### config.mk
export PLATFORM = sky130hd
export DESIGN_NAME = pipe_stage_reg
export DESIGN_NICKNAME = d
export VERILOG_FILES = /design/src/rtl/pipe_stage_reg_pkg.sv /design/src/rtl/pipe_entry.sv /design/src/rtl/pipe_stage_reg.sv
export SDC_FILE = /design/constraint.sdc
export NUM_CORES = 1
export LEC_CHECK = 0
export CORE_MARGIN = 10
export CORE_UTILIZATION = 37
export DETAILED_ROUTE_END_ITERATION = 8
export GPL_ROUTABILITY_DRIVEN = 0
export PLACE_DENSITY = 0.68
export SLEW_MARGIN = 5
export SYNTH_ARGS = -nofsm -noshare
export SYNTH_HDL_FRONTEND = slang
export SYNTH_HIERARCHICAL = 1
export SYNTH_SLANG_ARGS = --single-unit
### constraint.sdc
create_clock -name clk -period 2.8 [get_ports clk]
set_input_delay 0.28 -clock clk [delete_from_list [all_inputs] [get_ports clk]]
set_output_delay 0.28 -clock clk [all_outputs]
set_load 0.02 [all_outputs]
### src/rtl/pipe_stage_reg_pkg.sv
// Shared definitions for the pipeline stage register: occupancy state encoding,
// default field widths and the bubble counter width.
package pipe_stage_reg_pkg;

    localparam int DEF_DATA_W = 96;
    localparam int DEF_CTRL_W = 6;
    localparam int BUBBLE_W   = 16;

    // Encoding doubles as the entry count reported on the occupancy port.
    typedef enum logic [1:0] {
        ST_EMPTY = 2'd0,
        ST_ONE   = 2'd1,
        ST_TWO   = 2'd2
    } occ_state_e;

endpackage

### src/rtl/pipe_entry.sv
// One storage entry: valid + ctrl + payload. Flush clears valid and ctrl but
// keeps the payload; flush wins over load, load wins over drop.
module pipe_entry #(
    parameter int CTRL_W = 6,
    parameter int DATA_W = 96
) (
    input  logic              clk_i,
    input  logic              rst_i,
    input  logic              load_i,
    input  logic              drop_i,
    input  logic              flush_i,
    input  logic [CTRL_W-1:0] ctrl_i,
    input  logic [DATA_W-1:0] data_i,
    output logic              valid_o,
    output logic [CTRL_W-1:0] ctrl_o,
    output logic [DATA_W-1:0] data_o
);

    logic              valid_q, valid_d;
    logic [CTRL_W-1:0] ctrl_q,  ctrl_d;
    logic [DATA_W-1:0] data_q,  data_d;

    always_comb begin
        valid_d = valid_q;
        ctrl_d  = ctrl_q;
        data_d  = data_q;
        if (flush_i) begin
            valid_d = 1'b0;
            ctrl_d  = '0;
        end else if (load_i) begin
            valid_d = 1'b1;
            ctrl_d  = ctrl_i;
            data_d  = data_i;
        end else if (drop_i) begin
            valid_d = 1'b0;
        end
    end

    always_ff @(posedge clk_i or posedge rst_i) begin
        if (rst_i) begin
            valid_q <= 1'b0;
            ctrl_q  <= '0;
            data_q  <= '0;
        end else begin
            valid_q <= valid_d;
            ctrl_q  <= ctrl_d;
            data_q  <= data_d;
        end
    end

    assign valid_o = valid_q;
    assign ctrl_o  = ctrl_q;
    assign data_o  = data_q;

endmodule

### src/rtl/pipe_stage_reg.sv
// Flushable pipeline stage: two-entry skid buffer (SKID=1, registered in_ready)
// or a single register (SKID=0, combinational in_ready).
//   state    | meaning
//   ST_EMPTY | no entry held
//   ST_ONE   | main entry valid
//   ST_TWO   | main and skid entries valid, upstream stalled
module pipe_stage_reg
    import pipe_stage_reg_pkg::*;
#(
    parameter int DATA_W = DEF_DATA_W,
    parameter int CTRL_W = DEF_CTRL_W,
    parameter int SKID   = 1
) (
    input  logic                clk,
    input  logic                reset,
    input  logic                interrupt,
    input  logic                flush,
    input  logic                in_valid,
    output logic                in_ready,
    input  logic [CTRL_W-1:0]   in_ctrl,
    input  logic [DATA_W-1:0]   in_data,
    output logic                out_valid,
    input  logic                out_ready,
    output logic [CTRL_W-1:0]   out_ctrl,
    output logic [DATA_W-1:0]   out_data,
    output logic [1:0]          occupancy,
    output logic                irq_taken,
    output logic [BUBBLE_W-1:0] bubble_cnt
);

    occ_state_e          state_q, state_d;
    logic                in_ready_q;
    logic                irq_q;
    logic [BUBBLE_W-1:0] bubble_q, bubble_d;

    logic                squash, accept, deliver;
    logic                main_ld, main_drop, main_src_skid;
    logic                skid_ld, skid_drop;
    logic                main_valid, skid_valid;
    logic [CTRL_W-1:0]   main_ctrl, skid_ctrl, main_ctrl_in;
    logic [DATA_W-1:0]   main_data, skid_data, main_data_in;

    assign squash  = flush | interrupt;
    assign accept  = in_valid & in_ready;
    assign deliver = main_valid & out_ready;

    always_ff @(posedge clk or posedge reset) begin
        if (reset) begin
            state_q    <= ST_EMPTY;
            in_ready_q <= 1'b1;
        end else begin
            state_q    <= state_d;
            in_ready_q <= (state_d != ST_TWO);
        end
    end

    always_comb begin
        state_d = state_q;
        if (squash) begin
            state_d = ST_EMPTY;
        end else begin
            case (state_q)
                ST_EMPTY: if (accept) state_d = ST_ONE;
                ST_ONE: begin
                    if (accept && !deliver && SKID != 0) state_d = ST_TWO;
                    else if (!accept && deliver)         state_d = ST_EMPTY;
                end
                ST_TWO:   if (deliver) state_d = ST_ONE;
                default:  state_d = ST_EMPTY;
            endcase
        end
    end

    always_comb begin
        main_ld       = 1'b0;
        main_drop     = 1'b0;
        main_src_skid = 1'b0;
        skid_ld       = 1'b0;
        skid_drop     = 1'b0;
        case (state_q)
            ST_EMPTY: main_ld = accept;
            ST_ONE: begin
                main_ld   = accept && deliver;
                main_drop = deliver && !accept;
                skid_ld   = accept && !deliver;
            end
            ST_TWO: begin
                main_ld       = deliver;
                main_src_skid = 1'b1;
                skid_drop     = deliver;
            end
            default: ;
        endcase
    end

    assign main_ctrl_in = main_src_skid ? skid_ctrl : in_ctrl;
    assign main_data_in = main_src_skid ? skid_data : in_data;

    pipe_entry #(.CTRL_W(CTRL_W), .DATA_W(DATA_W)) u_main (
        .clk_i   (clk),
        .rst_i   (reset),
        .load_i  (main_ld),
        .drop_i  (main_drop),
        .flush_i (squash),
        .ctrl_i  (main_ctrl_in),
        .data_i  (main_data_in),
        .valid_o (main_valid),
        .ctrl_o  (main_ctrl),
        .data_o  (main_data)
    );

    if (SKID != 0) begin : g_skid
        pipe_entry #(.CTRL_W(CTRL_W), .DATA_W(DATA_W)) u_skid (
            .clk_i   (clk),
            .rst_i   (reset),
            .load_i  (skid_ld),
            .drop_i  (skid_drop),
            .flush_i (squash),
            .ctrl_i  (in_ctrl),
            .data_i  (in_data),
            .valid_o (skid_valid),
            .ctrl_o  (skid_ctrl),
            .data_o  (skid_data)
        );
    end else begin : g_noskid
        assign skid_valid = 1'b0;
        assign skid_ctrl  = '0;
        assign skid_data  = '0;
    end

    always_ff @(posedge clk or posedge reset) begin
        if (reset) begin
            irq_q    <= 1'b0;
            bubble_q <= '0;
        end else begin
            irq_q    <= interrupt;
            bubble_q <= bubble_d;
        end
    end

    always_comb begin
        bubble_d = bubble_q;
        if (out_ready && !main_valid && bubble_q != '1) bubble_d = bubble_q + 1'b1;
    end

    // The single-register variant can reload in the same cycle it drains.
    assign in_ready   = (SKID != 0) ? in_ready_q : (!main_valid || out_ready);
    assign out_valid  = main_valid;
    assign out_ctrl   = main_valid ? main_ctrl : '0;
    assign out_data   = main_data;
    assign occupancy  = {1'b0, main_valid} + {1'b0, skid_valid};
    assign irq_taken  = irq_q;
    assign bubble_cnt = bubble_q;

endmodule

==> metrics.md <==
| Metric | Value |
|---|---|
| Max Cap Viol | `0` |
| Leak | `0.00608 uW` |
| Hold Path Class | `input pin to async pin` |
| Hold Buf Count CTS | `0` |
| Endpoints failing setup | `0` |
| Layout Skew | `0.0161 ns` |
| Post-CTS Resized | `0` |
| Top FF cell, synth | `dfrtp_1` |
| Post-route cell area | `0.0141 sq mm` |
| Placed Cells | `1266` |
| Final WS setup | `0.564 ns` |
| Hold Vio Cnt, Final | `0` |
| Largest net degree at the start of global routing | `104` |
| Cell area after synthesis | `0.0105 sq mm` |
| Syn. warnings | `6` |
| Worst path bufs/invs | `2` |
| Final slew viol count | `0` |
| CTS sink cnt | `226` |
| Critical Path RT | `2.52 ns` |
| Routed length per placed instance | `19.6 microns` |
| Worst slack at placement | `0.310 ns` |
| RSZ-0062 raised after global routing | `no` |
| Logic pwr share | `0.246` |
| DRC Markers | `0` |
| Async SR Flop Fraction | `1.00` |
| Commonest non-fill, non-tap cell in the layout | `clkdlybuf4s50_1` |
| CP top delay family | `buffers and inverters` |
| GR Overflow Total | `0` |
| Share of post-route cells with drive strength above 1 | `0.397` |
| CP Cell Sequence | `buf_4 > ha_1 > clkdlybuf4s50_1` |
| Post-Layout Cell Count | `1315` |
| Seq pwr share | `0.411` |
| Worst hold margin | `0.161 ns` |
| First-pass iteration count of the detailed router | `4` |
| Most frequent cells in the layout | `230 x clkdlybuf4s50_1, 225 x dfrtp_1, 216 x mux2_2, 80 x mux2_4, 27 x clkbuf_16` |
| Rows | `61` |
| Worst skew pair latency | `0.53 ns` |
| Antenna violations before repair | `2` |
| Syn_nets | `791` |
| Slew HR | `0.464` |
| Status | `completed` |
| Crit path capture type | `output port` |
| Pwr dens | `758 mW/mm^2` |
| Gate Count Post-Synth | `681` |
| Die height | `188 microns` |
| Tmin final | `2.24 ns` |
| Vias post-DR | `6334` |
| Core Region | `0.0279 sq mm` |
| Port bufs | `230` |
| Post-route setup TNS | `0 ns` |
| Antenna Nets Post-Route | `0` |
| Yosys reg bits | `226` |
| Ports | `231` |
| Clock-pin slew on the worst setup and hold paths | `0.06 ns` |
| Crit path launch type | `flop` |
| Worst VDD drop | `458 uV` |
| Full die area | `0.0355 sq mm` |
| WL final | `25800 microns` |
| Fillers | `2380` |
| First-pass GRT wire length | `41400 microns` |
| Nets | `1026` |
| Crit share post-route | `0.799` |
| Clock Path Buffers | `3` |
| NetSw | `2900 uW` |
| Int Pwr | `7780 uW` |
| # H-tree levels | `1` |
| Critical path data arrival time | `1.96 ns` |
| CP max-delay cell | `clkdlybuf4s50_1` |
| Post-DP HPWL | `17500 microns` |
| Pin slew with the least headroom to its limit | `0.804 ns` |
| Clock power frac | `0.344` |
| Synth cell types | `46` |
| Post-synth EDFFs | `0` |
| Drt initial violations | `254` |
| Initial Util | `0.377` |
| Post-CTS Setup Repair Bufs | `0` |
| Overall routing resource usage | `0.142` |
| Sw Ratio | `0.271` |
| CTS tree | `built` |
| Worst path max stage delay | `0.60 ns` |
| Sequential area share after synthesis | `0.539` |
| Clock root cell | `clkbuf_16` |
| Vias/cell | `4.82` |
| Mean area per synthesized cell | `15.4 sq um` |
| Crit path kind | `flop to output port` |
| Cts bufs inserted | `26` |
| Vias in the first global route | `6996` |
| Crit-path max FO | `13` |
| DP Area | `0.0131 sq mm` |
| Die W | `188 microns` |
| Area growth syn-to-layout | `34.1%` |
| Fmax achieved | `447 MHz` |
==> cell type report <==
class	instances	area [sq um]	area share
antenna	1	2.50	0.000178
clock buffer	33	738	0.0524
clock inverter	15	203	0.0144
inverter	8	37.5	0.00267
multi-input combinational	408	4420	0.314
sequential	226	5660	0.402
tap	378	473	0.0336
timing repair buffer	246	2550	0.181
==> synthesized netlist by cell type (all sizes together), types with 6 or more instances <==
cell / instances / share of area
nand2: 9 / 0.0032
dfrtp: 225 / 0.54
inv: 8 / 0.0029
mux2i: 12 / 0.011
mux2: 296 / 0.35
nand4: 6 / 0.0050
buf: 37 / 0.037
xor2: 9 / 0.0075
nand3: 7 / 0.0033
nor2: 18 / 0.0064
and2: 7 / 0.0042
==> layer usage <==
| layer | routed length, microns | vias up | global-route usage |
|---|---|---|---|
| met2 | 11500 | 189 | 0.217 |
| met1 | 11500 | 3212 | 0.184 |
| li1 | - | 2908 | - |
| met4 | 285 | 2 | 0.0259 |
| met3 | 2500 | 23 | 0.0606 |
| met5 | 7 | - | 0 |
==> kinds of logic (layout without fill, tap and decap cells) <==
logic type | count (synthesis) | after routing | synth area share
muxes | 308 | 308 | 0.358
buffers and inverters | 47 | 302 | 0.0406
and+or+nand+nor | 71 | 71 | 0.0406
xor gates and xnor gates | 10 | 10 | 0.00834
other | 0 | 1 | 0
AOI/OAI and AO/OA | 17 | 17 | 0.0116
DFF | 226 | 226 | 0.539
adders and majority gates | 2 | 2 | 0.00238
==> power groups by stage <==
stage	registers (uW)	logic [uW]	clock network (uW)
floorplan	4790	1010	0
global placement	4400	2620	0
detailed placement	4420	2660	0
CTS	4380	2670	3790
global route	4480	2800	3920
finish	4380	2620	3670
==> metrics by stage <==
step	util	total power [uW]
after CTS	0.505	10800
after global placement	0.472	7020
after floorplan	-	5810
final	0.505	10700
after global routing	0.505	11200
after detailed placement	0.472	7080
==> final timing paths <==
path | cells past startpoint | endpoint | startpoint | slack [ns]
max | 3 | occupancy[0] | u_main/valid_o | 0.56
min reg2reg | 1 | g_skid.u_skid/data_o[36] | g_skid.u_skid/data_o[36] | 0.50
max in group asynchronous | 3 | u_main/data_o[31] | reset | 1.85
min in group clk | 1 | irq_taken | interrupt | 0.23
min | 2 | g_skid.u_skid/data_o[51] | reset | 0.16
max reg2reg | 7 | u_main/data_o[38] | in_ready | 0.68
==> state kept, by name, summed over array words and instances, names as in the netlist <==
name,flops
irq_taken,1
g_skid.u_skid/data_o,96
state_q,2
u_main/valid_o,1
g_skid.u_skid/valid_o,1
g_skid.u_skid/ctrl_o,6
u_main/data_o,96
u_main/ctrl_o,6
in_ready,1
bubble_cnt,16
Note: power is estimated with default switching activity, not from simulation.
